[config.mk]
export PLATFORM = sky130hd
export DESIGN_NAME = freq_gate_bcd
export DESIGN_NICKNAME = d
export VERILOG_FILES = /design/src/rtl/freq_gate_bcd_pkg.sv /design/src/rtl/freq_gate_bcd_digit_cnt.sv /design/src/rtl/freq_gate_bcd.sv
export SDC_FILE = /design/constraint.sdc
export NUM_CORES = 1
export LEC_CHECK = 0
export CORE_AREA = 4 4 108 90
export CTS_CLUSTER_DIAMETER = 60
export DETAILED_ROUTE_END_ITERATION = 6
export DIE_AREA = 0 0 112 94
export DONT_BUFFER_PORTS = 1
export GPL_TIMING_DRIVEN = 0
export SLEW_MARGIN = 30
export SYNTH_ARGS = -nofsm -noshare
export SYNTH_HDL_FRONTEND = slang
export SYNTH_HIERARCHICAL = 1
export SYNTH_SLANG_ARGS = --single-unit
[constraint.sdc]
create_clock -name clk -period 3.9 [get_ports clk]
set_input_delay 0.585 -clock clk [delete_from_list [all_inputs] [get_ports clk]]
set_output_delay 0.585 -clock clk [all_outputs]
set_load 0.05 [all_outputs]
[src/rtl/freq_gate_bcd_pkg.sv]
// Shared definitions for the gated frequency counter: FSM state encoding and BCD limits.
package freq_gate_bcd_pkg;

   typedef enum logic [1:0] {
      S_GATE  = 2'd0,
      S_LATCH = 2'd1,
      S_CLEAR = 2'd2
   } state_e;

   localparam logic [3:0] BCD_MAX = 4'd9;

endpackage

[src/rtl/freq_gate_bcd_digit_cnt.sv]
// One mod-10 BCD digit of the cascaded edge counter; carry tells the next digit to advance.
module bcd_digit_cnt
   import freq_gate_bcd_pkg::*;
(
   input  logic       clk,
   input  logic       rst,
   input  logic       clr,
   input  logic       inc,
   input  logic       hold,
   output logic [3:0] q,
   output logic       carry
);

   logic [3:0] digit_q;
   logic [3:0] digit_d;

   // Clear wins over increment; hold freezes the digit when the whole counter saturates.
   always_comb begin
      digit_d = digit_q;
      if (clr) begin
         digit_d = 4'd0;
      end else if (inc && !hold) begin
         digit_d = (digit_q == BCD_MAX) ? 4'd0 : digit_q + 4'd1;
      end
   end

   always_ff @(posedge clk or negedge rst) begin
      if (!rst) begin
         digit_q <= 4'd0;
      end else begin
         digit_q <= digit_d;
      end
   end

   assign q     = digit_q;
   assign carry = inc & (digit_q == BCD_MAX);

endmodule

[src/rtl/freq_gate_bcd.sv]
// Gated frequency counter core: counts sig_in rising edges over GATE_CYCLES clocks and
// latches the result as packed BCD with a one-cycle valid pulse and a saturation flag.
module freq_gate_bcd
   import freq_gate_bcd_pkg::*;
#(
   parameter int GATE_CYCLES = 50_000_000,
   parameter int DIGITS      = 4
) (
   input  logic                  clk,
   input  logic                  rst,
   input  logic                  sig_in,
   output logic [4*DIGITS-1:0]   bcd_out,
   output logic                  valid,
   output logic                  overflow
);

   localparam int              TW         = $clog2(GATE_CYCLES);
   localparam logic [TW-1:0]   TIMER_LAST = TW'(GATE_CYCLES - 1);

   logic                 sync1_q, sync2_q, sync3_q;
   state_e               state_q;
   logic [TW-1:0]        timer_q;
   logic                 ovfSticky_q;
   logic [4*DIGITS-1:0]  bcdOut_q;
   logic                 valid_q;
   logic                 overflow_q;

   logic                 edgeDet;
   logic                 countEn;
   logic                 clrCount;
   logic                 saturate;
   logic [DIGITS:0]      incChain;
   logic [4*DIGITS-1:0]  counter;

   // Two flops resolve metastability on the asynchronous input; the third gives the edge.
   always_ff @(posedge clk or negedge rst) begin
      if (!rst) begin
         sync1_q <= 1'b0;
         sync2_q <= 1'b0;
         sync3_q <= 1'b0;
      end else begin
         sync1_q <= sig_in;
         sync2_q <= sync1_q;
         sync3_q <= sync2_q;
      end
   end

   assign edgeDet     = sync2_q & ~sync3_q;
   assign countEn     = edgeDet & (state_q == S_GATE);
   assign clrCount    = (state_q == S_CLEAR);
   assign incChain[0] = countEn;

   // A carry out of the top digit means every digit is 9, so the counter freezes there.
   assign saturate = incChain[DIGITS];

   for (genvar k = 0; k < DIGITS; k++) begin : g_digit
      bcd_digit_cnt u_digit (
         .clk   (clk),
         .rst   (rst),
         .clr   (clrCount),
         .inc   (incChain[k]),
         .hold  (saturate),
         .q     (counter[4*k +: 4]),
         .carry (incChain[k+1])
      );
   end

   // Gate window, then one cycle to latch the result and one to clear for the next window.
   always_ff @(posedge clk or negedge rst) begin
      if (!rst) begin
         state_q     <= S_GATE;
         timer_q     <= '0;
         ovfSticky_q <= 1'b0;
         bcdOut_q    <= '0;
         valid_q     <= 1'b0;
         overflow_q  <= 1'b0;
      end else begin
         valid_q <= 1'b0;
         case (state_q)
            S_GATE: begin
               timer_q <= timer_q + TW'(1);
               if (saturate) begin
                  ovfSticky_q <= 1'b1;
               end
               if (timer_q == TIMER_LAST) begin
                  state_q <= S_LATCH;
               end
            end
            S_LATCH: begin
               bcdOut_q   <= counter;
               overflow_q <= ovfSticky_q;
               valid_q    <= 1'b1;
               state_q    <= S_CLEAR;
            end
            S_CLEAR: begin
               timer_q     <= '0;
               ovfSticky_q <= 1'b0;
               state_q     <= S_GATE;
            end
            default: begin
               timer_q     <= '0;
               ovfSticky_q <= 1'b0;
               state_q     <= S_GATE;
            end
         endcase
      end
   end

   assign bcd_out  = bcdOut_q;
   assign valid    = valid_q;
   assign overflow = overflow_q;

endmodule

; ---- Word level (Yosys, flattened, before mapping)
; Index checks and enable logic that the tools add are counted.
[totals]
register_bits = 66
latch_bits = 0
mem_bits_rw = 0
mem_bits_ro = 0
word_cells = 64
n_memories = 0
[classes]
addsub = 5
multipliers = 0
div_mod_pow = 0
n_lt_le_gt_ge = 0
n_eq_ne = 9
n_shift = 0
mux = 18
bitwise = 8
n_reduce_logical = 11
[ops]
columns = cell, count
row1 = 26-bit one-hot mux with 2 select lines, 1
row2 = 4-bit 2-to-1 mux, 12
row3 = "26-bit by 1-bit adder with 26-bit output, second input constant", 1
row4 = "26-bit equality test, second input constant", 1
row5 = "4-bit by 1-bit adder with 4-bit output, second input constant", 4
row6 = "4-bit equality test, second input constant", 4
row7 = 2-bit nonzero test, 4
row8 = 1-bit AND, 6
row9 = 1-bit logical AND, 4
row10 = "2-bit by 1-bit != test with 1-bit output, second input constant", 2
row11 = 2-bit one-hot mux with 2 select lines, 1
row12 = "2-bit by 1-bit equality test with 1-bit output, second input constant", 1
row13 = "2-bit equality test, second input constant", 1
row14 = 2-bit logical NOT, 1
row15 = 1-bit 2-to-1 mux, 2
row16 = 2-bit 2-to-1 mux, 1
row17 = 1-bit NOT, 2
row18 = 1-bit one-hot mux with 2 select lines, 1
row19 = 2-bit AND reduction, 1
row20 = 1-bit logical NOT, 1

; ---- Depth between registers and ports, before layout
; Gate-level depths: netlist (run 1).
[depth]
ltp_word = 11
mapped_depth = 10
mapped_depth_nobuf = 10

; ---- Modules after synthesis
; The synthesis (run 1) kept the hierarchy.
[modules_own_cells]
columns = module, instances, cells_per_inst, area_per_inst_um2, seq_area_each_um2
row1 = freq_gate_bcd, 1, 192, 2209.6, 1251.2
row2 = bcd_digit_cnt, 4, 26, 249.0, 100.1

; ---- Worst setup path after synthesis (run 1)
; Ideal clock, no wire load.
[synth_timing]
path_kind = reg2reg
start = reg state_q[1]
end = reg g_digit[3].u_digit.digit_q[3]
setup_time_ps = 83
arrival_time_ps = 2629
required_ps = 3817
setup_slack_ps = 1188
path_stages_with_launch = 10
synth_period_minus_slack_ps = 2712
cell_sequence = dfrtp_1 -> clkbuf_1 -> clkbuf_1 -> nor4b_1 -> and2_2 -> and2_2 -> and2_2 -> nand2b_4 -> or4b_1 -> a31oi_1
[synth_via]
elab_chain_cells = 9
word_cells_on_any_way = 11
classes_between = eq/ne: 1 / mux: 1 / bitwise: 5 / reduce/logical: 4
[synth_lines]
columns = item, line
row1 = start: declaration, freq_gate_bcd.sv:21  ; state_e state_q;
row2 = start signal: assignment, freq_gate_bcd.sv:71  ; state_q <= S_GATE;
row3 = start signal: assignment, freq_gate_bcd.sv:86  ; state_q <= S_LATCH;
row4 = start signal: assignment, freq_gate_bcd.sv:93  ; state_q <= S_CLEAR;
row5 = 2-bit logical NOT *, freq_gate_bcd.sv:49  ; assign countEn = edgeDet & (state_q == S_GATE);
row6 = 1-bit AND *, freq_gate_bcd.sv:49
row7 = named net countEn, freq_gate_bcd.sv:29  ; logic countEn;
row8 = 1-bit AND *, freq_gate_bcd_digit_cnt.sv:36  ; assign carry = inc & (digit_q == BCD_MAX);
row9 = named net incChain[1], freq_gate_bcd.sv:32  ; logic [DIGITS:0] incChain;
row10 = 1-bit AND *, freq_gate_bcd_digit_cnt.sv:36
row11 = named net incChain[2], freq_gate_bcd.sv:32
row12 = 1-bit AND *, freq_gate_bcd_digit_cnt.sv:36
row13 = named net incChain[3], freq_gate_bcd.sv:32
row14 = 1-bit AND, freq_gate_bcd_digit_cnt.sv:36
row15 = 1-bit logical NOT, freq_gate_bcd_digit_cnt.sv:22  ; end else if (inc && !hold) begin
row16 = 1-bit logical AND *, freq_gate_bcd_digit_cnt.sv:22
row17 = 2-bit nonzero test (no source line) *, n/a
row18 = end signal: assignment, freq_gate_bcd_digit_cnt.sv:31  ; digit_q <= digit_d;
row19 = end: declaration, freq_gate_bcd_digit_cnt.sv:14  ; logic [3:0] digit_q;
; Mark *: on every way through the listed nets, which the timed path passes. The rest lies on a longest branch.
; A chain may end at the register's enable or synchronous reset.

; ---- Final worst setup path (run 1)
[layout_timing]
start = reg state_q[1]
end = reg g_digit[0].u_digit.digit_q[3]
[layout_via]
elab_chain_cells = 9
word_cells_on_any_way = 11
classes_between = eq/ne: 1 / mux: 1 / bitwise: 5 / reduce/logical: 4
[layout_lines]
columns = item, line
row1 = 2-bit logical NOT, freq_gate_bcd.sv:49
row2 = 1-bit AND, freq_gate_bcd.sv:49
row3 = named net countEn, freq_gate_bcd.sv:29
row4 = 1-bit AND, freq_gate_bcd_digit_cnt.sv:36
row5 = named net incChain[1], freq_gate_bcd.sv:32
row6 = 1-bit AND, freq_gate_bcd_digit_cnt.sv:36
row7 = named net incChain[2], freq_gate_bcd.sv:32
row8 = 1-bit AND, freq_gate_bcd_digit_cnt.sv:36
row9 = named net incChain[3], freq_gate_bcd.sv:32
row10 = 1-bit AND, freq_gate_bcd_digit_cnt.sv:36
row11 = named net incChain[4], freq_gate_bcd.sv:32
row12 = 1-bit logical NOT, freq_gate_bcd_digit_cnt.sv:22
row13 = 1-bit logical AND, freq_gate_bcd_digit_cnt.sv:22
row14 = 2-bit nonzero test (no source line), n/a
row15 = end signal: assignment, freq_gate_bcd_digit_cnt.sv:31
row16 = end: declaration, freq_gate_bcd_digit_cnt.sv:14
; The timed path passes the listed nets, and every way through them passes these cells.

==> qor.csv, run 1 <==
stage;metric;value;unit
outcome;status;finished clean;
routing;detail-route-antenna-nets;0;
clock_network;clock_sinks;66;
grt;grt_max_degree;67;
cells_and_area;fillers;838;
sta;slew_viol_final;0;
cells_and_area;nets;320;
place;dp.final_hpwl;3970;um
floorplanning;fp.dieH;94;um
logic_synthesis;synth_top_cells_by_count;dfrtp_1 (66), nor2_1 (27), a21oi_1 (23);
cells_and_area;fin_area;3610;um^2
clock_network;cts_root_buf;clkbuf_8;
cells_and_area;antenna_cells;0;
place;gp_congestion;0.750;
cells_and_area;drive_above_1_share;15.3;%
floorplanning;die-area;10500;um^2
logic_synthesis;yosys_warnings;6;
clock_network;worstSkewPairLatency;0.33;ns
routing;num_vias;2162;
place;placed_cell_area;3350;um^2
logic_synthesis;async_reset_ff_share;100;%
sta;finalCritPeriodShare;80.4;%
logic_synthesis;ys_types;37;
sta;hold_viol;0;
floorplanning;num_rows;31;
clock_network;cts-resized-gates;0;
logic_synthesis;netlist_instances;296;
pwr;power_per_cell_area;417;nW/um^2
sta;tightest_slew;0.773;ns
worst_setup_path;reg2reg_depth;10;
grt;grt_pass1_vias;2226;
sta;whs;0.127;ns
worst_setup_path;r2r-start;state_q[1];
logic_synthesis;synth_area_leaders;dfrtp_1 (52%), mux2_2 (6.0%), a21oi_1 (3.6%);
grt;grt_pass1_wl;10600;um
sta;slew_headroom;47.8;%
cells_and_area;multi_input_area;1480;um^2
clock_network;path_clk_slew;0.07;ns
place;post-place-ws;0.752;ns
grt;grt_usage;12.4;%
logic_synthesis;ys_ff_latch;66;
clock_network;h-tree-depth;3;
sta;setup_slack;0.765;ns
logic_synthesis;yosys.area.top_type;dfrtp_1;
logic_synthesis;yosysSeqAreaShare;51.5;%
worst_setup_path;required;4.15;ns
routing;drtPass1Iterations;4;
sta;rsz0062_at_grt;false;
logic_synthesis;yosysMostFrequentCell;dfrtp_1;
grt;antenna_found_initial;0;
routing;wl;6000;um
pwr;p_leak;1.60;nW
worst_setup_path;r2r-end;g_digit[0].u_digit/q[3];
clock_network;postCtsSetupBuffers;0;
routing;drt-initial-drc-count;121;
floorplanning;die_x;112;um
place;dpl.cell_count;411;
cells_and_area;area_delta_synth_final;12.5;%
logic_synthesis;synth-edff-count;0;
logic_synthesis;avgSynthCellArea;10.8;um^2
sta;skew;0.00573;ns
sta;setup_viol;0;
worst_setup_path;cp-end-kind;flop;
place;port_buffers;0;
clock_network;cts-buffers-inserted;9;
clock_network;cts_tree;built;
logic_synthesis;synth_area;3210;um^2
cells_and_area;final_cells;428;
routing;avgRoutedWirePerCell;14.0;um
routing;drc;0;
worst_setup_path;critical_path_arrival;3.38;ns
cells_and_area;ff_latch_area;1650;um^2
worst_setup_path;ff2ff_setup_slack;0.76;ns
routing;vias_per_cell;5.05;
worst_hold_path;hold_class;in -> async;
logic_synthesis;syn_nets;308;
floorplanning;num_io_pins;21;
worst_setup_path;crit_fanout;10;
logic_synthesis;ys.flop_type;dfrtp_1;
clock_network;clock_path_buffers;2;
sta;fin_crit;3.14;ns
sta;fin_tns_setup;0;ns
floorplanning;initial_core_util;36.7;%
sta;max_freq;319;MHz
floorplanning;core-area;8730;um^2
worst_setup_path;critPathLaunchType;flop;
pwr;ir_drop;0.242;mV
grt;overflow;0;
run;drv_cap;0;
worst_setup_path;crit_type;reg -> reg;
logic_synthesis;synth_top_cell_area_share;51.5;%
-- per-stage QoR --
| step | power (mW) | utilization [%] |
|---|---|---|
| finish | 1.50 | 41.3 |
| global route | 1.59 | 41.3 |
| CTS | 1.53 | 41.3 |
| detailed placement | 0.856 | 38.4 |
| global placement | 0.847 | 38.4 |
| floorplan | 0.828 | - |
-- cells by family (layout without fill, tap and decap cells) --
| family | count (synthesis) | count (layout) | share of synthesized area (%) |
|---|---|---|---|
| XOR/XNOR | 12 | 12 | 3.28 |
| AO/OA/AOI/OAI | 41 | 41 | 7.03 |
| buffers and inverters | 19 | 36 | 2.54 |
| flip-flops | 66 | 66 | 51.5 |
| adder cells (fa/ha/maj) | 9 | 9 | 3.51 |
| AND/OR/NAND/NOR | 124 | 124 | 23.5 |
| multiplexers | 25 | 25 | 8.59 |
-- cells in the final DEF (no fill, tap or decap), types with 3 or more instances in the layout --
cell	instances
nor2b_1	4
or4_1	6
nand3_1	12
xnor2_1	5
a31oi_1	4
or3_1	12
nand4_1	6
dfrtp_1	66
mux2_2	17
clkbuf_1	5
nand2_1	18
and2_2	4
a21oi_1	23
inv_1	9
o31ai_1	6
o21ai_0	8
nor4b_1	4
or4b_1	4
and4_1	3
xor2_1	7
clkbuf_8	10
nor2_1	27
mux2_1	3
and3b_1	4
nand2b_4	4
nand3b_1	4
ha_1	9
mux2i_1	5
-- sequential cells by signal, summed over array words and instances, names as in the netlist --
signal	cells
bcd_out	16
g_digit.u_digit/q	16
overflow	1
ovfSticky_q	1
state_q	2
sync1_q	1
sync2_q	1
sync3_q	1
timer_q	26
valid	1
-- where the power goes --
| part | switching [mW] | leakage [nW] | internal, mW |
|---|---|---|---|
| clock network | 0.266 | 0.112 | 0.378 |
| registers | 0.0429 | 0.891 | 0.713 |
| logic | 0.0575 | 0.592 | 0.0463 |
| total | 0.366 | 1.60 | 1.14 |
-- what timing repair did --
| action | in CTS | in global routing |
|---|---|---|
| hold buffers | 1 | 0 |
| endpoints found under the setup margin | 0 | 0 |
| endpoints found under the hold margin | 66 | 0 |
-- worst max path at each step --
stage | start | slack [ns] | endpoint | cells past startpoint
5_1_grt | state_q[1] | 0.57 | g_digit[0].u_digit/q[2] | 10
3_3_place_gp | state_q[1] | 0.78 | g_digit[1].u_digit/q[2] | 10
6_report | state_q[1] | 0.76 | g_digit[0].u_digit/q[3] | 10
4_1_cts | state_q[1] | 0.72 | g_digit[3].u_digit/q[3] | 9
2_1_floorplan | state_q[1] | 1.19 | g_digit[3].u_digit/q[3] | 9
3_5_place_dp | state_q[1] | 0.75 | g_digit[2].u_digit/q[2] | 10
-- critical path, stage by stage (launching register included) --
cell and delay, ns:
dfrtp_1 0.36, clkbuf_1 0.20, clkbuf_1 0.29, nor4b_1 0.74, and2_2 0.34, and2_2 0.20, and2_2 0.20, and2_2 0.25
nand2b_4 0.18, o21ai_0 0.10, a31oi_1 0.19
-- routing by layer --
metal / global-route usage, % / routed length [um] / up-vias
met5: 0 / 0 / -
met4: 4.20 / 92 / 0
met2: 19.9 / 2680 / 26
met1: 16.5 / 3030 / 1043
met3: 3.03 / 194 / 8
li1: - / - / 1085
-- cell type report --
class                           instances  area share, %
Clock inverter                          6           2.50
Multi-Input combinational cell        211           40.9
Sequential cell                        66           45.8
Timing Repair Buffer                    1          0.763
Clock buffer                           10           3.82
Tap cell                              115           3.99
Buffer                                 10           1.32
Inverter                                9          0.937
Note: power is estimated with default switching activity, not from simulation.
==> run 2, diff against run 1 <==
clock period = 2.7 ns   (was 3.9 ns; I/O delays follow)
==> run 2 against run 1 <==
Net effect: final area up 1.1%; critical endpoint unchanged; largest cell class unchanged; sequential power is 43% higher; highest routed layer unchanged; worst setup slack worse by 0.65 ns.
==> qor.csv, run 2 (synthesized netlist as in run 1, its figures left out) <==
stage;metric;value;unit
pwr;total_power;2.18;mW
grt;met1_usage;17.3;%
cells_and_area;final_cell_mix;dfrtp_1 (64), nor2_1 (27), a21oi_1 (23);
routing;drt-initial-drc-count;125;
grt;overflow;0;
floorplanning;num_rows;31;
worst_setup_path;crit_type;reg -> reg;
outcome;status;finished clean;
sta;tightest_slew;0.786;ns
place;post-place-ws;-0.343;ns
run;drv_cap;0;
cells_and_area;largest_reg_flops;26;
place;dp.final_hpwl;4050;um
routing;avgRoutedWirePerCell;14.3;um
cells_and_area;ff_latch_area;1650;um^2
cells_and_area;drive_above_1_share;16.8;%
cells_and_area;area_delta_synth_final;13.8;%
cells_and_area;regMostFlops;timer_q;
worst_setup_path;required;2.96;ns
grt;grt_util_met3;3.22;%
worst_setup_path;cp-end-kind;flop;
clock_network;cts_root_buf;clkbuf_8;
floorplanning;die-area;10500;um^2
sta;setup_viol;0;
worst_setup_path;crit_fanout;9;
grt;grt.busiest_layer;met2;
sta;fin_tns_setup;0;ns
worst_setup_path;critical_path_arrival;2.85;ns
grt;grt_pass1_wl;10800;um
cells_and_area;nets;323;
pwr;p_leak;1.62;nW
clock_network;cts-buffers-inserted;9;
routing;detail-route-antenna-nets;0;
sta;finalCritPeriodShare;95.8;%
grt;met2_usage;19.2;%
cells_and_area;fin_util;41.8;%
grt;grt_usage;12.6;%
cells_and_area;final_common_cell;dfrtp_1;
place;gp_congestion;0.753;
sta;slew_headroom;47.4;%
grt;antenna_found_initial;0;
sta;whs;0.0970;ns
pwr;power_per_cell_area;597;nW/um^2
floorplanning;die_x;112;um
pwr;ir_drop;0.386;mV
clock_network;clock_path_buffers;2;
clock_network;h-tree-depth;3;
cells_and_area;fillers;815;
sta;max_freq;386;MHz
floorplanning;num_io_pins;21;
worst_hold_path;hold_class;in -> reg;
place;port_buffers;0;
floorplanning;initial_core_util;36.7;%
sta;fin_crit;2.59;ns
floorplanning;fp.dieH;94;um
sta;skew;0.0108;ns
routing;drc;0;
place;dpl.cell_count;411;
sta;hold_viol;0;
worst_setup_path;critPathLaunchType;flop;
cells_and_area;final_cells;430;
cells_and_area;multi_input_area;1490;um^2
cells_and_area;antenna_cells;0;
clock_network;worstSkewPairLatency;0.34;ns
routing;drtPass1Iterations;4;
grt;grt_max_degree;67;
grt;grt_pass1_vias;2196;
clock_network;path_clk_slew;0.08;ns
routing;num_vias;2212;
floorplanning;core-area;8730;um^2
clock_network;clock_sinks;66;
routing;vias_per_cell;5.14;
sta;slew_viol_final;0;
clock_network;cts_tree;built;
cells_and_area;fin_area;3650;um^2
sta;setup_slack;0.112;ns
routing;wl;6130;um
place;placed_cell_area;3360;um^2
## run 2: changes by cell type in the layout (fill, tap and decap cells not counted), sizes merged
cell         delta
clkinv          -2
dlygate4sd3     +1
buf             +3
## run 2: layout make-up
class | instances | area share, %
Timing Repair Buffer | 5 | 1.65
Tap cell | 115 | 3.94
Multi-Input combinational cell | 211 | 40.9
Sequential cell | 66 | 45.3
Inverter | 9 | 0.926
Clock inverter | 4 | 2.09
Buffer | 9 | 1.30
Clock buffer | 11 | 3.88
## run 2: final timing paths
kind                                           endpoint  cells past startpoint  slack [ns]                    start
worst max-delay path            g_digit[0].u_digit/q[3]                      9        0.11  g_digit[0].u_digit/q[0]
worst min-delay path                            sync1_q                      0         0.1                   sig_in
worst max register to register  g_digit[0].u_digit/q[3]                      9        0.11  g_digit[0].u_digit/q[0]
worst min register to register                  sync2_q                      0        0.35                  sync1_q
max in group asynchronous                    state_q[1]                      2        1.80                      rst
min in group asynchronous       g_digit[0].u_digit/q[2]                      2        0.62                      rst
## run 2: critical path, cell delays in order, from the launching register on
cell	delay, ns
dfrtp_2	0.43
ha_1	0.23
and3b_1	0.21
and2_2	0.23
and2_2	0.22
and2_2	0.21
and2_4	0.18
nand2b_4	0.17
or4b_1	0.48
a31oi_1	0.17
## run 2: report_power, final
| group | switching [mW] | internal, mW |
|---|---|---|
| registers | 0.0502 | 1.03 |
| clock network | 0.364 | 0.542 |
| logic | 0.0978 | 0.0901 |
| total | 0.512 | 1.66 |
## run 2: repair_timing
| item | CTS | global route |
|---|---|---|
| endpoints found under the hold margin | 66 | 0 |
| endpoints found under the setup margin | 16 | 2 |
| resized for setup | 5 | 1 |
| cloned | 0 | 0 |
| buffers inserted | 1 | 2 |
| hold buffers | 2 | 0 |
| pin swaps | 0 | 1 |
## run 2: layer usage
layer	part of all wire (%)	up-vias
li1	-	1091
met1	51	1089
met2	45	28
met3	3.7	4
met4	0.95	0
met5	0	-
==> run 3, diff against run 2 <==
CORE_AREA = 4 4 109 90   (was 4 4 108 90)
DIE_AREA = 0 0 113 94   (was 0 0 112 94)
SKIP_CTS_REPAIR_TIMING = 1   (was default)
SYNTH_HIERARCHICAL = default   (was 1)
==> run 3 against run 2 <==
Net effect: via count grew 14%; final cell count up 9.1%; power shrank 9.1%; hold slack gained 0.0022 ns; clock power is 15% lower; sequential power about the same; first-iteration DRC count decreased by 11%; worst setup slack improved by 0.42 ns; sequential share of layout area grew 0.17 points; register-to-register slack improved by 0.42 ns.
==> qor.csv, run 3 <==
stage;metric;value;unit
worst_setup_path;crit_fanout;10;
logic_synthesis;yosysSeqAreaShare;50.6;%
worst_setup_path;crit_type;reg -> reg;
place;dp.final_hpwl;4770;um
routing;vias_per_cell;5.39;
clock_network;cts-buffers-inserted;9;
cells_and_area;antenna_cells;0;
cells_and_area;multi_input_area;1490;um^2
worst_hold_path;whs_endpoint;sync1_q;
sta;skew;0.00941;ns
clock_network;h-tree-depth;3;
routing;drtPass1Iterations;4;
routing;avgRoutedWirePerCell;15.0;um
grt;grt_pass1_wl;12100;um
worst_setup_path;path_buf_inv;3;
worst_setup_path;cp-end-kind;flop;
sta;hold_viol;0;
worst_setup_path;reg2reg_depth;8;
pwr;total_power;1.98;mW
worst_setup_path;cpMaxStageDelayCell;or4_1;
worst_setup_path;required;2.96;ns
cells_and_area;nets;361;
sta;slew_headroom;64.8;%
worst_setup_path;ff2ff_setup_slack;0.53;ns
clock_network;worstSkewPairLatency;0.34;ns
clock_network;clock_sinks;66;
outcome;status;finished clean;
floorplanning;initial_core_util;37.1;%
sta;fin_crit;2.17;ns
place;port_buffers;0;
logic_synthesis;avgSynthCellArea;9.72;um^2
logic_synthesis;ys.flop_type;dfrtp_1;
floorplanning;fp.dieH;94;um
cells_and_area;final_cell_mix;dfrtp_1 (66), nand2_1 (62), a21oi_1 (22);
sta;setup_viol;0;
routing;wl;7010;um
routing;drc;0;
logic_synthesis;ys_types;51;
logic_synthesis;synth_area;3270;um^2
logic_synthesis;synth_top_cells_by_count;dfrtp_1 (66), nand2_1 (62), a21oi_1 (22);
cells_and_area;fin_area;3630;um^2
worst_setup_path;critical_path_arrival;2.43;ns
worst_setup_path;max_stage_delay;0.46;ns
cells_and_area;regMostFlops;timer_q;
routing;drt-initial-drc-count;111;
grt;overflow;0;
grt;grt_usage;14.3;%
worst_setup_path;r2r-start;g_digit[1].u_digit.q[1];
logic_synthesis;synth-edff-count;0;
floorplanning;num_io_pins;21;
logic_synthesis;synth_area_leaders;dfrtp_1 (51%), nand2_1 (7.1%), ha_1 (3.4%);
clock_network;clock_path_buffers;2;
logic_synthesis;syn_nets;348;
logic_synthesis;ys_ff_latch;66;
logic_synthesis;yosysMostFrequentCell;dfrtp_1;
cells_and_area;fillers;860;
worst_setup_path;crit_family;simple AND/OR/NAND/NOR gates;
worst_setup_path;critPathLaunchType;flop;
run;drv_cap;0;
sta;slew_viol_final;0;
worst_hold_path;hold_class;in -> reg;
clock_network;cts_root_buf;clkbuf_8;
grt;grt_pass1_vias;2486;
logic_synthesis;netlist_instances;336;
floorplanning;die_x;113;um
pwr;ir_drop;0.210;mV
logic_synthesis;synth_top_cell_area_share;50.6;%
cells_and_area;final_common_cell;dfrtp_1;
cells_and_area;largest_reg_flops;26;
logic_synthesis;yosys_warnings;0;
sta;rsz0062_at_grt;false;
place;placed_cell_area;3410;um^2
clock_network;cts_tree;built;
grt;grt_max_degree;67;
sta;setup_slack;0.531;ns
floorplanning;core-area;8800;um^2
worst_hold_path;holdPathStages;0;
logic_synthesis;yosys.area.top_type;dfrtp_1;
cells_and_area;area_delta_synth_final;11.1;%
floorplanning;num_rows;31;
worst_setup_path;r2r-end;g_digit[3].u_digit.q[3];
sta;whs;0.0991;ns
worst_setup_path;path_cells;inv_1 -> ha_1 -> and3b_2 -> clkbuf_1 -> nand3_2 -> buf_6 -> or4_1 -> a21oi_1;
logic_synthesis;async_reset_ff_share;100;%
pwr;power_per_cell_area;545;nW/um^2
cells_and_area;drive_above_1_share;9.04;%
sta;max_freq;461;MHz
sta;tightest_slew;0.528;ns
place;gp_congestion;0.849;
place;post-place-ws;0.575;ns
sta;finalCritPeriodShare;80.3;%
worst_hold_path;hp-start;sig_in;
routing;detail-route-antenna-nets;0;
grt;antenna_found_initial;0;
floorplanning;die-area;10600;um^2
routing;num_vias;2526;
cells_and_area;ff_latch_area;1650;um^2
pwr;p_leak;1.56;nW
clock_network;path_clk_slew;0.07;ns
sta;fin_tns_setup;0;ns
[run 3: changes by cell type in the layout (fill, tap and decap cells not counted), sizes merged, moves of 5 or more]
cell,delta
nand2,+44
o21ai,+6
and2,-5
o41ai,+6
nor2,-10
clkbuf,+8
mux2,-20
[run 3: layer usage]
| layer | vias to the layer above | wire [um] | GRT usage (%) |
|---|---|---|---|
| met1 | 1229 | 3690 | 20.2 |
| li1 | 1241 | - | - |
| met5 | - | 0 | 0 |
| met4 | 0 | 92 | 6.11 |
| met3 | 9 | 392 | 4.64 |
| met2 | 47 | 2840 | 20.1 |
[run 3: worst max path at each step]
stage,startpoint,end,cells past startpoint
after floorplan,g_digit[1].u_digit.q[1],g_digit[3].u_digit.q[3],8
after global placement,g_digit[1].u_digit.q[1],g_digit[3].u_digit.q[3],8
after detailed placement,g_digit[1].u_digit.q[1],g_digit[3].u_digit.q[3],8
after CTS,g_digit[1].u_digit.q[1],g_digit[3].u_digit.q[3],8
after global routing,g_digit[1].u_digit.q[1],g_digit[3].u_digit.q[3],8
final,g_digit[1].u_digit.q[1],g_digit[3].u_digit.q[3],8
[run 3: cell families after synthesis]
logic type / Yosys count / share of synthesized area [%]
fa+ha+maj: 9 / 3.45
compound gates: 62 / 11.9
flops: 66 / 50.6
mux: 1 / 0.307
xor+xnor: 10 / 2.68
simple gates: 161 / 27.4
buf+inv: 27 / 3.72
[run 3: through the flow]
stage | util, % | cells
floorplan | - | 336
finish | 41.2 | 469
CTS | 40.8 | 467
global route | 41.2 | 469
global placement | 38.7 | 451
detailed placement | 38.7 | 451
[run 3: final cells by class]
cell class                 count  share of cell area, %
buffer                        16                   2.21
clock buffer                  14                   4.76
clock inverter                 2                  0.276
inverter                      11                   1.14
multi-input combinational    243                   41.1
sequential                    66                   45.5
tap                          115                   3.96
timing repair buffer           2                   1.03
[run 3: where the power goes]
group	switching [mW]	internal (mW)	leakage [nW]
sequential	0.0500	1.02	0.895
clock	0.366	0.407	0.0965
combinational	0.0755	0.0554	0.574
